**src/rtl/writeback_stage_seq_if.sv**
```systemverilog
// writeback_stage_seq_if
//   Bundles the Memory-stage context feeding the writeback stage and the
//   register-file / fetch / state-machine facing results it produces.
//   Ports (via modports):
//     slave  - the writeback stage: consumes *_mw inputs and phase_writeback,
//              drives rddata_wr, rdsel_wr, rd_we_wr, regdata_for_pc,
//              jump_state_wf, stall_writeback, wb_done, mem_err, misalign_err.
//     master - the surrounding pipeline (or a testbench): the mirror image.
interface writeback_stage_seq_if #(
    parameter int XLEN = 32
);
    logic            phase_writeback;
    logic            jump_en_mw;
    logic            jump_state_mw;
    logic [1:0]      use_rd_mw;
    logic [2:0]      funct3_mw;
    logic [4:0]      rdsel_mw;
    logic [XLEN-1:0] next_pc_mw;
    logic [XLEN-1:0] alu_out_mw;
    logic [XLEN-1:0] mem_out_mw;
    logic            mem_valid_mw;

    logic [XLEN-1:0] rddata_wr;
    logic [4:0]      rdsel_wr;
    logic            rd_we_wr;
    logic [XLEN-1:0] regdata_for_pc;
    logic            jump_state_wf;
    logic            stall_writeback;
    logic            wb_done;
    logic            mem_err;
    logic            misalign_err;

    modport slave (
        input  phase_writeback, jump_en_mw, jump_state_mw, use_rd_mw, funct3_mw,
               rdsel_mw, next_pc_mw, alu_out_mw, mem_out_mw, mem_valid_mw,
        output rddata_wr, rdsel_wr, rd_we_wr, regdata_for_pc, jump_state_wf,
               stall_writeback, wb_done, mem_err, misalign_err
    );

    modport master (
        output phase_writeback, jump_en_mw, jump_state_mw, use_rd_mw, funct3_mw,
               rdsel_mw, next_pc_mw, alu_out_mw, mem_out_mw, mem_valid_mw,
        input  rddata_wr, rdsel_wr, rd_we_wr, regdata_for_pc, jump_state_wf,
               stall_writeback, wb_done, mem_err, misalign_err
    );
endinterface

```
**src/rtl/writeback_stage_seq.sv**
```systemverilog
// writeback_stage_seq
//   Sequential writeback stage. On phase_writeback (in IDLE) it captures the
//   instruction context, selects the RD source (ALU / PC / MEMORY / COMP),
//   waits for multi-cycle data-memory returns with a timeout, aligns and
//   sign/zero-extends sub-word loads and issues a one-cycle register-file
//   write strobe.
//   Ports:
//     clk    - rising-edge clock
//     rst_n  - asynchronous active-low reset
//     bus    - writeback_stage_seq_if.slave (pipeline inputs, writeback outputs)
//   Parameters:
//     XLEN         - datapath width, 32 or 64
//     MEM_TIMEOUT  - cycles allowed in WAIT_MEM before mem_err (1..255)
module writeback_stage_seq #(
    parameter int XLEN        = 32,
    parameter int MEM_TIMEOUT = 15
) (
    input  logic                  clk,
    input  logic                  rst_n,
    writeback_stage_seq_if.slave  bus
);

    typedef enum logic [1:0] {
        IDLE     = 2'b00,
        WAIT_MEM = 2'b01,
        WRITE    = 2'b10
    } state_t;

    typedef enum logic [1:0] {
        SRC_ALU  = 2'b00,
        SRC_PC   = 2'b01,
        SRC_MEM  = 2'b10,
        SRC_COMP = 2'b11
    } rd_src_t;

    localparam logic [7:0] TIMEOUT_LAST = 8'(MEM_TIMEOUT - 1);

    state_t          state_q, state_d;
    logic [7:0]      cnt_q, cnt_d;

    // captured instruction context
    logic [4:0]      rdsel_q;
    logic [2:0]      funct3_q;
    logic [2:0]      addr_q;
    logic [XLEN-1:0] regdata_for_pc_q;
    logic            jump_state_wf_q;

    // write port registers (hold until next write)
    logic [XLEN-1:0] wr_data_q, wr_data_d;
    logic [4:0]      wr_sel_q, wr_sel_d;
    logic            wr_load;

    // one-cycle pulse registers
    logic            we_q, we_d;
    logic            done_q, done_d;
    logic            merr_q, merr_d;
    logic            malign_q, malign_d;

    logic            capture;
    logic [XLEN-1:0] direct_data;
    logic            load_bad;
    logic [2:0]      shamt;
    logic [XLEN-1:0] shifted;
    logic [XLEN-1:0] load_data;

    // Non-memory result from the live inputs, written at the capture edge.
    always_comb begin
        direct_data = bus.alu_out_mw;
        case (rd_src_t'(bus.use_rd_mw))
            SRC_PC:   direct_data = bus.next_pc_mw;
            SRC_COMP: direct_data = {{(XLEN-1){1'b0}}, bus.jump_state_mw};
            default:  direct_data = bus.alu_out_mw;
        endcase
    end

    // Illegal or misaligned load check on the live address/funct3.
    always_comb begin
        load_bad = 1'b0;
        case (bus.funct3_mw)
            3'b000, 3'b100: load_bad = 1'b0;
            3'b001, 3'b101: load_bad = bus.alu_out_mw[0];
            3'b010:         load_bad = (bus.alu_out_mw[1:0] != 2'b00);
            3'b110:         load_bad = (XLEN == 32) || (bus.alu_out_mw[1:0] != 2'b00);
            3'b011:         load_bad = (XLEN == 32) || (bus.alu_out_mw[2:0] != 3'b000);
            default:        load_bad = 1'b1;
        endcase
    end

    // Byte offset within the word: 2 bits for RV32, 3 bits for RV64.
    always_comb begin
        shamt     = (XLEN == 64) ? addr_q : {1'b0, addr_q[1:0]};
        shifted   = bus.mem_out_mw >> {shamt, 3'b000};
        load_data = shifted;
        case (funct3_q)
            3'b000:  load_data = XLEN'($signed(shifted[7:0]));
            3'b001:  load_data = XLEN'($signed(shifted[15:0]));
            3'b010:  load_data = XLEN'($signed(shifted[31:0]));
            3'b100:  load_data = XLEN'(shifted[7:0]);
            3'b101:  load_data = XLEN'(shifted[15:0]);
            3'b110:  load_data = XLEN'(shifted[31:0]);
            default: load_data = shifted;
        endcase
    end

    always_ff @(posedge clk or negedge rst_n) begin
        if (!rst_n) begin
            state_q <= IDLE;
            cnt_q   <= '0;
        end else begin
            state_q <= state_d;
            cnt_q   <= cnt_d;
        end
    end

    // Pulses are registered so every end condition (write, timeout,
    // misalign) shows up exactly one cycle after its deciding edge.
    always_comb begin
        state_d   = state_q;
        cnt_d     = cnt_q;
        capture   = 1'b0;
        wr_load   = 1'b0;
        wr_data_d = '0;
        wr_sel_d  = '0;
        we_d      = 1'b0;
        done_d    = 1'b0;
        merr_d    = 1'b0;
        malign_d  = 1'b0;
        case (state_q)
            IDLE: begin
                cnt_d = '0;
                if (bus.phase_writeback) begin
                    capture = 1'b1;
                    if (rd_src_t'(bus.use_rd_mw) != SRC_MEM) begin
                        wr_load   = 1'b1;
                        wr_data_d = direct_data;
                        wr_sel_d  = bus.rdsel_mw;
                        we_d      = (bus.rdsel_mw != 5'd0);
                        done_d    = 1'b1;
                        state_d   = WRITE;
                    end else if (!load_bad) begin
                        state_d = WAIT_MEM;
                    end else begin
                        malign_d = 1'b1;
                        done_d   = 1'b1;
                    end
                end
            end
            WAIT_MEM: begin
                cnt_d = cnt_q + 8'd1;
                if (bus.mem_valid_mw) begin
                    wr_load   = 1'b1;
                    wr_data_d = load_data;
                    wr_sel_d  = rdsel_q;
                    we_d      = (rdsel_q != 5'd0);
                    done_d    = 1'b1;
                    cnt_d     = '0;
                    state_d   = WRITE;
                end else if (cnt_q == TIMEOUT_LAST) begin
                    merr_d  = 1'b1;
                    done_d  = 1'b1;
                    cnt_d   = '0;
                    state_d = IDLE;
                end
            end
            WRITE: begin
                state_d = IDLE;
            end
            default: begin
                state_d = IDLE;
                cnt_d   = '0;
            end
        endcase
    end

    always_ff @(posedge clk or negedge rst_n) begin
        if (!rst_n) begin
            rdsel_q          <= '0;
            funct3_q         <= '0;
            addr_q           <= '0;
            regdata_for_pc_q <= '0;
            jump_state_wf_q  <= 1'b0;
            wr_data_q        <= '0;
            wr_sel_q         <= '0;
            we_q             <= 1'b0;
            done_q           <= 1'b0;
            merr_q           <= 1'b0;
            malign_q         <= 1'b0;
        end else begin
            we_q     <= we_d;
            done_q   <= done_d;
            merr_q   <= merr_d;
            malign_q <= malign_d;
            if (capture) begin
                rdsel_q          <= bus.rdsel_mw;
                funct3_q         <= bus.funct3_mw;
                addr_q           <= bus.alu_out_mw[2:0];
                regdata_for_pc_q <= bus.alu_out_mw;
                jump_state_wf_q  <= bus.jump_en_mw & bus.jump_state_mw;
            end
            if (wr_load) begin
                wr_data_q <= wr_data_d;
                wr_sel_q  <= wr_sel_d;
            end
        end
    end

    assign bus.rddata_wr       = wr_data_q;
    assign bus.rdsel_wr        = wr_sel_q;
    assign bus.rd_we_wr        = we_q;
    assign bus.regdata_for_pc  = regdata_for_pc_q;
    assign bus.jump_state_wf   = jump_state_wf_q;
    assign bus.stall_writeback = (state_q == WAIT_MEM);
    assign bus.wb_done         = done_q;
    assign bus.mem_err         = merr_q;
    assign bus.misalign_err    = malign_q;

endmodule

```
**src/flat_wrapper.sv**
```systemverilog
// flat-port wrapper written by rule: the top's interface ports become plain ports
module writeback_stage_seq_flat 
#(
    parameter int XLEN        = 32,
    parameter int MEM_TIMEOUT = 15
)
  (clk, rst_n, bus_phase_writeback, bus_jump_en_mw, bus_jump_state_mw, bus_use_rd_mw, bus_funct3_mw, bus_rdsel_mw, bus_next_pc_mw, bus_alu_out_mw, bus_mem_out_mw, bus_mem_valid_mw, bus_rddata_wr, bus_rdsel_wr, bus_rd_we_wr, bus_regdata_for_pc, bus_jump_state_wf, bus_stall_writeback, bus_wb_done, bus_mem_err, bus_misalign_err);
  writeback_stage_seq_if #(.XLEN(XLEN)) bus_i ();
  input  logic clk;
  input  logic rst_n;
  input wire logic [$bits(bus_i.phase_writeback)-1:0] bus_phase_writeback;
  input wire logic [$bits(bus_i.jump_en_mw)-1:0] bus_jump_en_mw;
  input wire logic [$bits(bus_i.jump_state_mw)-1:0] bus_jump_state_mw;
  input wire logic [$bits(bus_i.use_rd_mw)-1:0] bus_use_rd_mw;
  input wire logic [$bits(bus_i.funct3_mw)-1:0] bus_funct3_mw;
  input wire logic [$bits(bus_i.rdsel_mw)-1:0] bus_rdsel_mw;
  input wire logic [$bits(bus_i.next_pc_mw)-1:0] bus_next_pc_mw;
  input wire logic [$bits(bus_i.alu_out_mw)-1:0] bus_alu_out_mw;
  input wire logic [$bits(bus_i.mem_out_mw)-1:0] bus_mem_out_mw;
  input wire logic [$bits(bus_i.mem_valid_mw)-1:0] bus_mem_valid_mw;
  output wire logic [$bits(bus_i.rddata_wr)-1:0] bus_rddata_wr;
  output wire logic [$bits(bus_i.rdsel_wr)-1:0] bus_rdsel_wr;
  output wire logic [$bits(bus_i.rd_we_wr)-1:0] bus_rd_we_wr;
  output wire logic [$bits(bus_i.regdata_for_pc)-1:0] bus_regdata_for_pc;
  output wire logic [$bits(bus_i.jump_state_wf)-1:0] bus_jump_state_wf;
  output wire logic [$bits(bus_i.stall_writeback)-1:0] bus_stall_writeback;
  output wire logic [$bits(bus_i.wb_done)-1:0] bus_wb_done;
  output wire logic [$bits(bus_i.mem_err)-1:0] bus_mem_err;
  output wire logic [$bits(bus_i.misalign_err)-1:0] bus_misalign_err;
  assign bus_i.phase_writeback = bus_phase_writeback;
  assign bus_i.jump_en_mw = bus_jump_en_mw;
  assign bus_i.jump_state_mw = bus_jump_state_mw;
  assign bus_i.use_rd_mw = bus_use_rd_mw;
  assign bus_i.funct3_mw = bus_funct3_mw;
  assign bus_i.rdsel_mw = bus_rdsel_mw;
  assign bus_i.next_pc_mw = bus_next_pc_mw;
  assign bus_i.alu_out_mw = bus_alu_out_mw;
  assign bus_i.mem_out_mw = bus_mem_out_mw;
  assign bus_i.mem_valid_mw = bus_mem_valid_mw;
  assign bus_rddata_wr = bus_i.rddata_wr;
  assign bus_rdsel_wr = bus_i.rdsel_wr;
  assign bus_rd_we_wr = bus_i.rd_we_wr;
  assign bus_regdata_for_pc = bus_i.regdata_for_pc;
  assign bus_jump_state_wf = bus_i.jump_state_wf;
  assign bus_stall_writeback = bus_i.stall_writeback;
  assign bus_wb_done = bus_i.wb_done;
  assign bus_mem_err = bus_i.mem_err;
  assign bus_misalign_err = bus_i.misalign_err;
  writeback_stage_seq #(.XLEN(XLEN), .MEM_TIMEOUT(MEM_TIMEOUT)) u_core (.clk(clk), .rst_n(rst_n), .bus(bus_i));
endmodule
```
**config.mk**
```make
export PLATFORM = sky130hd
export DESIGN_NAME = writeback_stage_seq_flat
export DESIGN_NICKNAME = d
export VERILOG_FILES = /design/src/rtl/writeback_stage_seq_if.sv /design/src/rtl/writeback_stage_seq.sv /design/src/flat_wrapper.sv
export SDC_FILE = /design/constraint.sdc
export NUM_CORES = 1
export LEC_CHECK = 0
export CAP_MARGIN = 20
export CORE_MARGIN = 2
export CORE_UTILIZATION = 48
export DETAILED_ROUTE_END_ITERATION = 6
export GPL_TIMING_DRIVEN = 0
export PLACE_DENSITY = 0.87
export SYNTH_ARGS = -nofsm -noshare
export SYNTH_HDL_FRONTEND = slang
export SYNTH_SLANG_ARGS = --single-unit
```
**constraint.sdc**
```tcl
create_clock -name clk -period 5.74 [get_ports clk]
set_input_delay 0.861 -clock clk [delete_from_list [all_inputs] [get_ports clk]]
set_output_delay 0.861 -clock clk [all_outputs]
set_load 0.03 [all_outputs]
```
==> results.md, run 1 <==
| Step | Quantity | Value |
| --- | --- | --- |
| run status | Result of the run | finished clean |
| power | Leakage power summed over all cells | 3.23 nW |
| final layout | Diode insertion count for antenna repair | 0 |
| yosys | Total standard cell area after synthesis | 4770 µm² |
| power | Net switching power of the design | 0.765 mW |
| power | Cell internal power dissipation | 1.38 mW |
| route | Vias post-DR | 4,760 |
| critical path | Largest fanout of any net on the critical path | 10 |
| clock network | Maximum count of clock buffers along a single path | 2 |
| power | Power density over the cells | 305 nW/µm² |
| power | Largest voltage drop on the vdd net | 165 µV |
| power | Share of total power consumed by net switching | 35.7% |
| clock network | Htree depth | 3 |
| placed design | DP Wirelength | 12,000 µm |
| power | Fraction of power consumed by sequential logic | 38.6% |
| clock network | Sinks on the clock net | 92 |
| route | Router iterations before antenna repair | 6 |
| sta | Post-route clock period utilization | 47.6% |
| power | Power share of the combinational group | 38.2% |
| clock network | Clock-pin slew of the registers on the worst-case setup and hold paths | 0.09 ns |
| floorplan | Boundary Pins | 187 |
| final layout | Final core area utilization | 72.3% |
| global routing | First-pass GRT wire length | 25,200 µm |
| clock network | Buffers inserted by post-CTS timing repair | 0 |
| critical path | Arrival time of data at the critical path endpoint | 3.04 ns |
| yosys | Top post-synthesis cells by count | sky130_fd_sc_hd__nand2_1, sky130_fd_sc_hd__dfrtp_1, sky130_fd_sc_hd__mux2i_1, sky130_fd_sc_hd__clkbuf_1, sky130_fd_sc_hd__o21ai_0 |
| route | Count of antenna-violating nets left after detailed routing | 0 |
| critical path | Most repeated library cell on the critical path | sky130_fd_sc_hd__clkbuf_1 |
| yosys | Synthesized netlist cell count | 483 |
| yosys | Post-Synthesis Mean Instance Area | 9.87 µm² |
| route | Wirelength, routed | 15,800 µm |
| critical path | Critical path's largest stage delay | 0.56 ns |
| global routing | Total global routing overflow | 0 |
| clock network | Count of hold-fix buffers inserted at cts | 0 |
| route | Average detailed-routed wire length per instance | 19.3 µm |
| route | DRC violation count after routing | 0 |
| final layout | Final non-filler cell total | 818 |
| yosys | Fraction of synthesis flops using an asynchronous set or reset pin | 100% |
| critical path | Critical path, cell by cell | clkdlybuf4s50_1, nand2b_1, nand3b_1, a21o_1, clkbuf_1, clkbuf_1, a211o_2 |
| critical path | Crit path capture type | register |
| yosys | Count of synthesis-stage warnings from yosys | 0 |
| critical path | WS Path Type | primary input to register |
| yosys | Sequential element share of the synthesized area | 48.3% |
| clock network | Post-cts resize count | 0 |
| yosys | Most instantiated library cell after synthesis | sky130_fd_sc_hd__nand2_1 |
| global routing | Antenna violations before repair | 0 |
| floorplan | Die Y | 104 µm |
| yosys | Most used DFF post-synth | sky130_fd_sc_hd__dfrtp_1 |
| critical path | WP data required | 6.05 ns |
| critical path | Critical path launch point type | primary input |
| yosys | Count of flip-flops with a built-in enable after synthesis | 0 |
| sta | Fin Setup TNS | 0 ns |
| clock network | Number of buffers added by the clock tree synthesis step | 9 |
| floorplan | Core area | 9730 µm² |
| yosys | Largest area contributor in the netlist | sky130_fd_sc_hd__dfrtp_1 |
| sta | Unrepaired setup endpoints after global routing | false |
| final layout | Share of final-layout standard cells stronger than drive strength 1 | 8.61% |
| floorplan | Overall die area | 10,700 µm² |
| power | Part of the total power dissipated in the clock network | 23.2% |
| placed design | Buffers on Ports | 185 |
| sta | Transition at the pin with the smallest max-transition slack | 0.939 ns |
| sta | Post-layout min period | 2.73 ns |
| global routing | Total Routing Usage GR | 29.5% |
| global routing | Vias in the first global route | 4,877 |
| clock network | CTS Root Buffer Type | sky130_fd_sc_hd__clkbuf_8 |
| flow run | MaxCap Viol Count | 0 |
| final layout | Layout overhead on the synthesized area | 47.6% |
| global routing | Maximum number of pins on one net before global-route repair | 48 |
| sta | Slew Limit Fails | 0 |
| final layout | Layout net count | 794 |
| sta | Count of endpoints failing setup in the final report | 0 |
| critical path | Worst-path cell with the longest stage delay | sky130_fd_sc_hd__clkdlybuf4s50_1 |
| floorplan | Die extent in x | 104 µm |
| yosys | Unique masters post-synth | 47 |
| yosys | FF+latch count, synth | 92 |
| placed design | Inst Count DP | 802 |
| yosys | Net count after synthesis | 597 |
| route | Vias per cell | 5.82 |
| route | Drt first-iter violations | 361 |
| sta | Maximum clock skew at final layout | 0.00945 ns |
| clock network | Skew-Pair Late Insertion Delay | 0.37 ns |
| placed design | Final estimated routing congestion in global placement | 0.967 |
| sta | F_max | 0.366 GHz |
| worst hold path | Class of the most critical hold timing path | register to register |
| floorplan | Cell row count | 36 |
| sta | Count of final hold-check violations | 0 |
| clock network | CTS tree | built |
| yosys | Biggest area contributors in the synthesized netlist | sky130_fd_sc_hd__dfrtp_1, sky130_fd_sc_hd__nand2_1, sky130_fd_sc_hd__mux2i_1 |
| yosys | Fraction of post-synthesis cell area in the top cell type by area | 48.3% |
| sta | Max-Slew Margin vs Limit | 37.4% |
| floorplan | Initial core utilization | 49.0% |
-- power groups by stage --
stage               Combinational, mW  Clock, mW  Sequential, mW
finish                          0.820      0.498           0.828
global route                    0.865      0.532           0.839
CTS                             0.819      0.502           0.826
detailed placement              0.815          0           0.837
global placement                0.795          0           0.833
floorplan                       0.249          0            1.02
-- area by class of cell --
type / count / area (µm²)
Inverter: 4 / 15.0
Clock inverter: 5 / 83.8
Clock buffer: 11 / 141
Buffer: 33 / 145
Tap cell: 133 / 166
Fill cell: 749 / 2690
Sequential cell: 92 / 2300
Timing Repair Buffer: 186 / 1880
Multi-Input combinational cell: 354 / 2310
-- logic make-up after synthesis --
family | synth area share [%]
flops | 48.3
xor+xnor | 0.367
buf+inv | 3.36
mux | 12.6
fa+ha+maj | 0.525
compound gates | 17.6
simple gates | 17.3
-- through the flow --
| step | hold WS, ns | total power [mW] | instance area, µm² | setup WS (ns) |
|---|---|---|---|---|
| floorplan | 0.459 | 1.27 | 4770 | 3.46 |
| global placement | 0.458 | 1.63 | 6790 | 0.573 |
| detailed placement | 0.457 | 1.65 | 6810 | 2.70 |
| CTS | 0.477 | 2.15 | 7040 | 3.03 |
| global route | 0.495 | 2.24 | 7040 | 2.93 |
| finish | 0.476 | 2.15 | 7040 | 3.01 |
-- worst max-delay path, delay by kind of cell --
| family | cells | cell delay [ns] |
|---|---|---|
| compound gates | 2 | 0.38 |
| buf+inv | 3 | 1.49 |
| simple gates | 2 | 0.29 |
-- registers in the layout (all words and copies together) (netlist names) --
register / flops
u_core.rdsel_q: 5
u_core.bus.misalign_err: 1
u_core.cnt_q: 8
u_core.bus.rdsel_wr: 5
u_core.bus.rd_we_wr: 1
u_core.bus.rddata_wr: 32
u_core.addr_q: 1
u_core.bus.mem_err: 1
u_core.funct3_q: 3
u_core.bus.regdata_for_pc: 31
u_core.bus.jump_state_wf: 1
u_core.state_q: 2
u_core.bus.wb_done: 1
-- layout by cell type, fill, tap and decap left out, types with 8 or more instances in the layout --
cell type / count
sky130_fd_sc_hd__nor2_1: 14
sky130_fd_sc_hd__a21o_1: 10
sky130_fd_sc_hd__o2bb2ai_1: 8
sky130_fd_sc_hd__mux2i_1: 40
sky130_fd_sc_hd__o22ai_1: 8
sky130_fd_sc_hd__dfrtp_1: 92
sky130_fd_sc_hd__nand2_1: 137
sky130_fd_sc_hd__a32oi_1: 9
sky130_fd_sc_hd__a221o_1: 16
sky130_fd_sc_hd__a21oi_1: 10
sky130_fd_sc_hd__clkbuf_8: 10
sky130_fd_sc_hd__clkdlybuf4s50_1: 184
sky130_fd_sc_hd__mux2_2: 16
sky130_fd_sc_hd__o21ai_0: 19
sky130_fd_sc_hd__clkbuf_1: 21
sky130_fd_sc_hd__a211o_2: 10
-- path summary, 6_finish.rpt --
kind / startpoint / to / slack [ns] / cells past startpoint
max in group asynchronous: rst_n / u_core.bus.rddata_wr[20]$_DFFE_PN0P_ / 4.60 / 2
min: u_core.bus.jump_state_wf$_DFFE_PN0P_ / u_core.bus.jump_state_wf$_DFFE_PN0P_ / 0.48 / 2
max reg2reg: u_core.cnt_q[0]$_DFFE_PN0P_ / u_core.cnt_q[6]$_DFFE_PN0P_ / 3.46 / 7
max: bus_use_rd_mw[1] / u_core.bus.rddata_wr[31]$_DFFE_PN0P_ / 3.01 / 7
min in group asynchronous: rst_n / u_core.cnt_q[3]$_DFFE_PN0P_ / 0.49 / 1
min reg2reg: u_core.bus.jump_state_wf$_DFFE_PN0P_ / u_core.bus.jump_state_wf$_DFFE_PN0P_ / 0.48 / 2
-- metal layers --
layer | routed length, µm | global-route usage [%] | vias up
met5 | 0 | 0 | -
li1 | - | - | 2128
met4 | 582 | 12.7 | 0
met2 | 7580 | 48.3 | 272
met3 | 1390 | 8.75 | 49
met1 | 6260 | 36.5 | 2311
No activity file was read; power rests on OpenSTA's default activity.
==> run 2: changes to the inputs <==
--- a/config.mk
+++ b/config.mk
@@ -7,10 +7,10 @@
 export LEC_CHECK = 0
 export CAP_MARGIN = 20
 export CORE_MARGIN = 2
-export CORE_UTILIZATION = 48
+export CORE_UTILIZATION = 44
 export DETAILED_ROUTE_END_ITERATION = 6
 export GPL_TIMING_DRIVEN = 0
-export PLACE_DENSITY = 0.87
+export PLACE_DENSITY = 0.81
 export SYNTH_ARGS = -nofsm -noshare
 export SYNTH_HDL_FRONTEND = slang
 export SYNTH_SLANG_ARGS = --single-unit
==> constraint.sdc (replaced) <==
create_clock -name clk -period 2.72 [get_ports clk]
set_input_delay 0.408 -clock clk [delete_from_list [all_inputs] [get_ports clk]]
set_output_delay 0.408 -clock clk [all_outputs]
set_load 0.03 [all_outputs]
==> results.md, run 2 (same netlist as run 1, synthesis figures left out) <==
| Step | Quantity | Value |
| --- | --- | --- |
| placed design | Inst Count DP | 809 |
| clock network | Clock-pin slew of the registers on the worst-case setup and hold paths | 0.09 ns |
| sta | Post-route clock period utilization | 83.1% |
| final layout | Sequential cell area | 2300 µm² |
| floorplan | Core area | 10,700 µm² |
| global routing | Maximum number of pins on one net before global-route repair | 58 |
| route | Drt first-iter violations | 343 |
| final layout | Number of flip-flops in the largest register | 32 |
| critical path | WS Path Type | register to output port |
| sta | Count of final hold-check violations | 6 |
| sta | Fin Setup TNS | 0 ns |
| route | Router iterations before antenna repair | 5 |
| global routing | Antenna violations before repair | 0 |
| power | Leakage power summed over all cells | 3.22 nW |
| critical path | Arrival time of data at the critical path endpoint | 1.85 ns |
| global routing | Total global routing overflow | 0 |
| floorplan | Overall die area | 11,700 µm² |
| sta | Transition at the pin with the smallest max-transition slack | 0.853 ns |
| critical path | Critical path launch point type | register |
| final layout | Fill cells | 890 |
| sta | Min Hold Slack | -0.00840 ns |
| route | Vias per cell | 5.61 |
| critical path | Largest fanout of any net on the critical path | 9 |
| critical path | Cell count of the worst reg-to-reg path | 7 |
| route | Count of antenna-violating nets left after detailed routing | 0 |
| placed design | Final estimated routing congestion in global placement | 0.903 |
| clock network | Maximum count of clock buffers along a single path | 2 |
| critical path | Launch instance of the worst register-to-register path | u_core.cnt_q[0]$_DFFE_PN0P_ |
| sta | Maximum clock skew at final layout | 0.00758 ns |
| route | DRC violation count after routing | 0 |
| critical path | Critical path's largest stage delay | 0.66 ns |
| floorplan | Initial core utilization | 44.6% |
| run status | Result of the run | complete, but fails checks |
| flow run | MaxCap Viol Count | 0 |
| final layout | Leading cell type in the layout, fill and taps excluded | sky130_fd_sc_hd__clkdlybuf4s50_1 |
| critical path | Critical path, cell by cell | clkbuf_1, nand2b_1, inv_1, clkdlybuf4s50_1 |
| power | Power density over the cells | 628 nW/µm² |
| critical path | WP buf/inv | 3 |
| clock network | Skew-Pair Late Insertion Delay | 0.37 ns |
| route | Average detailed-routed wire length per instance | 18.9 µm |
| final layout | Total area of multi-input combinational cells | 2310 µm² |
| clock network | Count of hold-fix buffers inserted at cts | 0 |
| final layout | Layout overhead on the synthesized area | 47.2% |
| global routing | Total Routing Usage GR | 27.6% |
| global routing | Vias in the first global route | 4,637 |
| critical path | Worst-path cell with the longest stage delay | sky130_fd_sc_hd__clkdlybuf4s50_1 |
| worst hold path | Class of the most critical hold timing path | primary input to async pin |
| sta | Max-Slew Margin vs Limit | 43.1% |
| critical path | Crit path capture type | output port |
| critical path | Setup slack of the most critical reg-to-reg path | 0.50 ns |
| sta | F_max | 0.442 GHz |
| final layout | Layout net count | 794 |
| sta | Count of endpoints failing setup in the final report | 0 |
| clock network | CTS tree | built |
| floorplan | Cell row count | 38 |
| sta | Post-layout min period | 2.26 ns |
| clock network | Number of buffers added by the clock tree synthesis step | 9 |
| final layout | Diode insertion count for antenna repair | 0 |
| final layout | Share of final-layout standard cells stronger than drive strength 1 | 8.47% |
| critical path | CP delay by family, top | buffers and inverters |
| clock network | Post-cts resize count | 0 |
| floorplan | Die Y | 108 µm |
| final layout | Commonest cells after routing, fill and taps aside | sky130_fd_sc_hd__clkdlybuf4s50_1, sky130_fd_sc_hd__nand2_1, sky130_fd_sc_hd__dfrtp_1 |
| sta | Unrepaired setup endpoints after global routing | false |
| route | Vias post-DR | 4,625 |
| placed design | Buffers on Ports | 185 |
| global routing | First-pass GRT wire length | 24,600 µm |
| clock network | Buffers inserted by post-CTS timing repair | 0 |
| floorplan | Boundary Pins | 187 |
| floorplan | Die extent in x | 108 µm |
| run status | Violated checks | negative hold slack |
| clock network | Sinks on the clock net | 92 |
| power | Largest voltage drop on the vdd net | 348 µV |
| route | Wirelength, routed | 15,600 µm |
| final layout | Final non-filler cell total | 825 |
| clock network | CTS Root Buffer Type | sky130_fd_sc_hd__clkbuf_8 |
| critical path | WP data required | 2.31 ns |
| sta | Slew Limit Fails | 0 |
| placed design | DP Wirelength | 12,000 µm |
| critical path | Reg2Reg Capture Point | u_core.cnt_q[6]$_DFFE_PN0P_ |
| clock network | Htree depth | 3 |
## run 2: changes by cell type in the layout (fill, tap and decap cells not counted)
cell | before | now
sky130_fd_sc_hd__clkinvlp_4 | 2 | 0
sky130_fd_sc_hd__clkbuf_1 | 21 | 22
sky130_fd_sc_hd__bufinv_16 | 2 | 0
sky130_fd_sc_hd__inv_6 | 1 | 0
sky130_fd_sc_hd__clkbuf_8 | 10 | 14
## run 2: final cells by class
cell class | instances | area share (%)
Sequential cell | 92 | 32.8
Buffer | 33 | 2.07
Multi-Input combinational cell | 354 | 32.8
Timing Repair Buffer | 186 | 26.7
Inverter | 4 | 0.214
Tap cell | 140 | 2.50
Clock buffer | 16 | 2.85
## run 2: worst max-delay path by stage
| stage | from | end | cells past startpoint | slack [ns] |
|---|---|---|---|---|
| after floorplan | u_core.addr_q[0]$_DFFE_PN0P_ | u_core.bus.rddata_wr[10]$_DFFE_PN0P_ | 5 | 0.78 |
| after global placement | rst_n | u_core.bus.regdata_for_pc[21]$_DFFE_PN0P_ | 1 | -2.11 |
| after detailed placement | bus_use_rd_mw[1] | u_core.bus.rddata_wr[30]$_DFFE_PN0P_ | 7 | 0.09 |
| after CTS | u_core.state_q[1]$_DFFE_PN0P_ | bus_stall_writeback | 4 | 0.46 |
| after global routing | u_core.cnt_q[0]$_DFFE_PN0P_ | u_core.cnt_q[6]$_DFFE_PN0P_ | 7 | 0.32 |
| final | u_core.state_q[1]$_DFFE_PN0P_ | bus_stall_writeback | 4 | 0.46 |
## run 2: stage by stage
stage               total power, mW  setup slack, ns  util (%)  cell area (µm²)
floorplan                      2.68            0.781         -             4770
CTS                            4.43            0.456      65.6             7020
global route                   4.63            0.319      65.6             7020
global placement               3.45            -2.11      63.5             6800
finish                         4.41            0.458      65.6             7020
detailed placement             3.49           0.0893      63.8             6820
## run 2: power breakdown
group | internal, mW | leakage [nW] | switching (mW)
registers | 1.59 | 1.17 | 0.152
clock network | 0.460 | 0.103 | 0.477
logic | 0.775 | 1.95 | 0.951
## run 2: routing by layer
metal	vias to the layer above	part of all wire, %	global-route usage (%)
li1	2125	-	-
met1	2242	41	36.6
met2	231	48	44.2
met3	27	8.7	6.57
met4	0	2.3	10.4
met5	-	0	0
==> run 3: changes to the inputs <==
==> constraint.sdc (replaced) <==
create_clock -name clk -period 2.1 [get_ports clk]
set_input_delay 0.315 -clock clk [delete_from_list [all_inputs] [get_ports clk]]
set_output_delay 0.315 -clock clk [all_outputs]
set_load 0.03 [all_outputs]
==> results.md, run 3 (same netlist as run 1, synthesis figures left out) <==
| Step | Quantity | Value |
| --- | --- | --- |
| run status | Result of the run | finished clean |
| final layout | Design area | 7080 µm² |
| critical path | Launch instance of the worst register-to-register path | u_core.addr_q[0]$_DFFE_PN0P_ |
| critical path | Setup slack of the most critical reg-to-reg path | 0.09 ns |
| final layout | Diode insertion count for antenna repair | 0 |
| clock network | Number of buffers added by the clock tree synthesis step | 9 |
| critical path | Largest fanout of any net on the critical path | 10 |
| clock network | Maximum count of clock buffers along a single path | 2 |
| sta | Count of endpoints failing setup in the final report | 0 |
| sta | Count of final hold-check violations | 0 |
| power | Share of total power consumed by net switching | 36.0% |
| flow run | MaxCap Viol Count | 0 |
| route | Count of antenna-violating nets left after detailed routing | 0 |
| route | Vias per cell | 5.68 |
| sta | Min Hold Slack | 0.448 ns |
| global routing | Maximum number of pins on one net before global-route repair | 58 |
| power | Power share of the combinational group | 39.3% |
| critical path | Cell count of the worst reg-to-reg path | 5 |
| placed design | Placement-stage cell area | 6820 µm² |
| final layout | Leading cell type in the layout, fill and taps excluded | sky130_fd_sc_hd__clkdlybuf4s50_1 |
| power | PnR Total Power | 5.73 mW |
| clock network | CTS tree | built |
| critical path | WS Path Type | register to register |
| floorplan | Boundary Pins | 187 |
| global routing | First-pass GRT wire length | 24,700 µm |
| power | Net switching power of the design | 2.06 mW |
| sta | Max-Slew Margin vs Limit | 43.4% |
| clock network | Clock-pin slew of the registers on the worst-case setup and hold paths | 0.09 ns |
| floorplan | Die extent in x | 108 µm |
| sta | Unrepaired setup endpoints after global routing | false |
| clock network | Skew-Pair Late Insertion Delay | 0.37 ns |
| clock network | CTS Root Buffer Type | sky130_fd_sc_hd__clkbuf_8 |
| route | DRC violation count after routing | 0 |
| sta | Fin Setup TNS | 0 ns |
| sta | Transition at the pin with the smallest max-transition slack | 0.849 ns |
| power | Cell internal power dissipation | 3.67 mW |
| final layout | Layout net count | 797 |
| route | Router iterations before antenna repair | 5 |
| clock network | Sinks on the clock net | 92 |
| final layout | Number of flip-flops in the largest register | 32 |
| sta | Maximum clock skew at final layout | 0.00730 ns |
| power | Power density over the cells | 810 nW/µm² |
| placed design | DP Wirelength | 12,000 µm |
| final layout | Commonest cells after routing, fill and taps aside | sky130_fd_sc_hd__clkdlybuf4s50_1, sky130_fd_sc_hd__nand2_1, sky130_fd_sc_hd__dfrtp_1 |
| critical path | Reg2Reg Capture Point | u_core.bus.rddata_wr[10]$_DFFE_PN0P_ |
| floorplan | Core area | 10,700 µm² |
| power | Fraction of power consumed by sequential logic | 39.4% |
| power | Leakage power summed over all cells | 3.26 nW |
| sta | F_max | 0.496 GHz |
| power | Largest voltage drop on the vdd net | 452 µV |
| final layout | Layout overhead on the synthesized area | 48.4% |
| critical path | Crit path capture type | register |
| floorplan | Die Y | 108 µm |
| global routing | Antenna violations before repair | 0 |
| worst hold path | Class of the most critical hold timing path | primary input to async pin |
| final layout | Share of final-layout standard cells stronger than drive strength 1 | 9.59% |
| sta | Post-layout min period | 2.01 ns |
| floorplan | Cell row count | 38 |
| global routing | Total Routing Usage GR | 27.7% |
| power | Part of the total power dissipated in the clock network | 21.3% |
| route | Average detailed-routed wire length per instance | 19.1 µm |
| global routing | Total global routing overflow | 0 |
| placed design | Buffers on Ports | 185 |
| route | Drt first-iter violations | 404 |
| floorplan | Overall die area | 11,700 µm² |
| route | Vias post-DR | 4,706 |
| sta | Slew Limit Fails | 0 |
| placed design | Final estimated routing congestion in global placement | 0.903 |
| critical path | WP data required | 2.35 ns |
| floorplan | Initial core utilization | 44.6% |
| global routing | Vias in the first global route | 4,654 |
| critical path | Critical path launch point type | register |
| sta | Post-route clock period utilization | 95.9% |
| clock network | Htree depth | 3 |
| route | Wirelength, routed | 15,800 µm |
| critical path | Arrival time of data at the critical path endpoint | 2.27 ns |
-- run 3: power groups by stage --
stage	registers [mW]	logic (mW)	clock network, mW
final	2.26	2.25	1.22
after floorplan	2.79	0.681	0
after global routing	2.29	2.39	1.32
after detailed placement	2.29	2.23	0
after global placement	2.28	2.19	0
after CTS	2.26	2.25	1.24
-- run 3: repair_timing --
item	CTS	global route
setup buffers	0	2
hold buffers	1	0
pin swaps	0	2
setup endpoints to repair	34	33
resized for setup	5	10
hold endpoints to repair	35	0
cloned	0	0
-- run 3: routing by layer --
| layer | GRT usage, % | up-vias | wire length, µm |
|---|---|---|---|
| met3 | 6.51 | 28 | 1310 |
| li1 | - | 2131 | - |
| met4 | 10.4 | 0 | 353 |
| met1 | 36.7 | 2305 | 6580 |
| met2 | 44.5 | 242 | 7560 |
| met5 | 0 | - | 0 |
-- run 3: how the worst max path moves through the flow --
stage	to	slack (ns)	startpoint
detailed placement	u_core.bus.rddata_wr[30]$_DFFE_PN0P_	-0.44	bus_use_rd_mw[1]
finish	u_core.bus.rddata_wr[10]$_DFFE_PN0P_	0.09	u_core.addr_q[0]$_DFFE_PN0P_
CTS	u_core.bus.rddata_wr[30]$_DFFE_PN0P_	0.02	u_core.bus.regdata_for_pc[1]$_DFFE_PN0P_
global placement	u_core.bus.regdata_for_pc[21]$_DFFE_PN0P_	-2.63	rst_n
floorplan	u_core.bus.rddata_wr[10]$_DFFE_PN0P_	0.16	u_core.addr_q[0]$_DFFE_PN0P_
global route	u_core.cnt_q[6]$_DFFE_PN0P_	0.002	u_core.cnt_q[0]$_DFFE_PN0P_
-- run 3: final cells by class --
type,count,area [µm²]
fillers,882,3620
multi-input cells,354,2330
flip-flops and latches,92,2300
repair buffers,189,1900
clock buffers,16,200
well taps,140,175
plain buffers,33,154
inverters,4,15.0
-- run 3: critical path: stages (launching register included) --
cell                       delay, ns
sky130_fd_sc_hd__dfrtp_1        0.38
sky130_fd_sc_hd__clkbuf_4       0.25
sky130_fd_sc_hd__mux4_2         0.58
sky130_fd_sc_hd__nand2_1        0.26
sky130_fd_sc_hd__a21oi_1        0.15
sky130_fd_sc_hd__a221o_1        0.28
-- run 3: metrics by stage --
step	util [%]	setup WS (ns)	cells
6_report	66.1	0.0854	828
5_1_grt	66.1	0.00189	828
4_1_cts	65.9	0.0246	826
3_5_place_dp	63.8	-0.438	809
3_3_place_gp	63.5	-2.63	808
2_1_floorplan	-	0.161	483
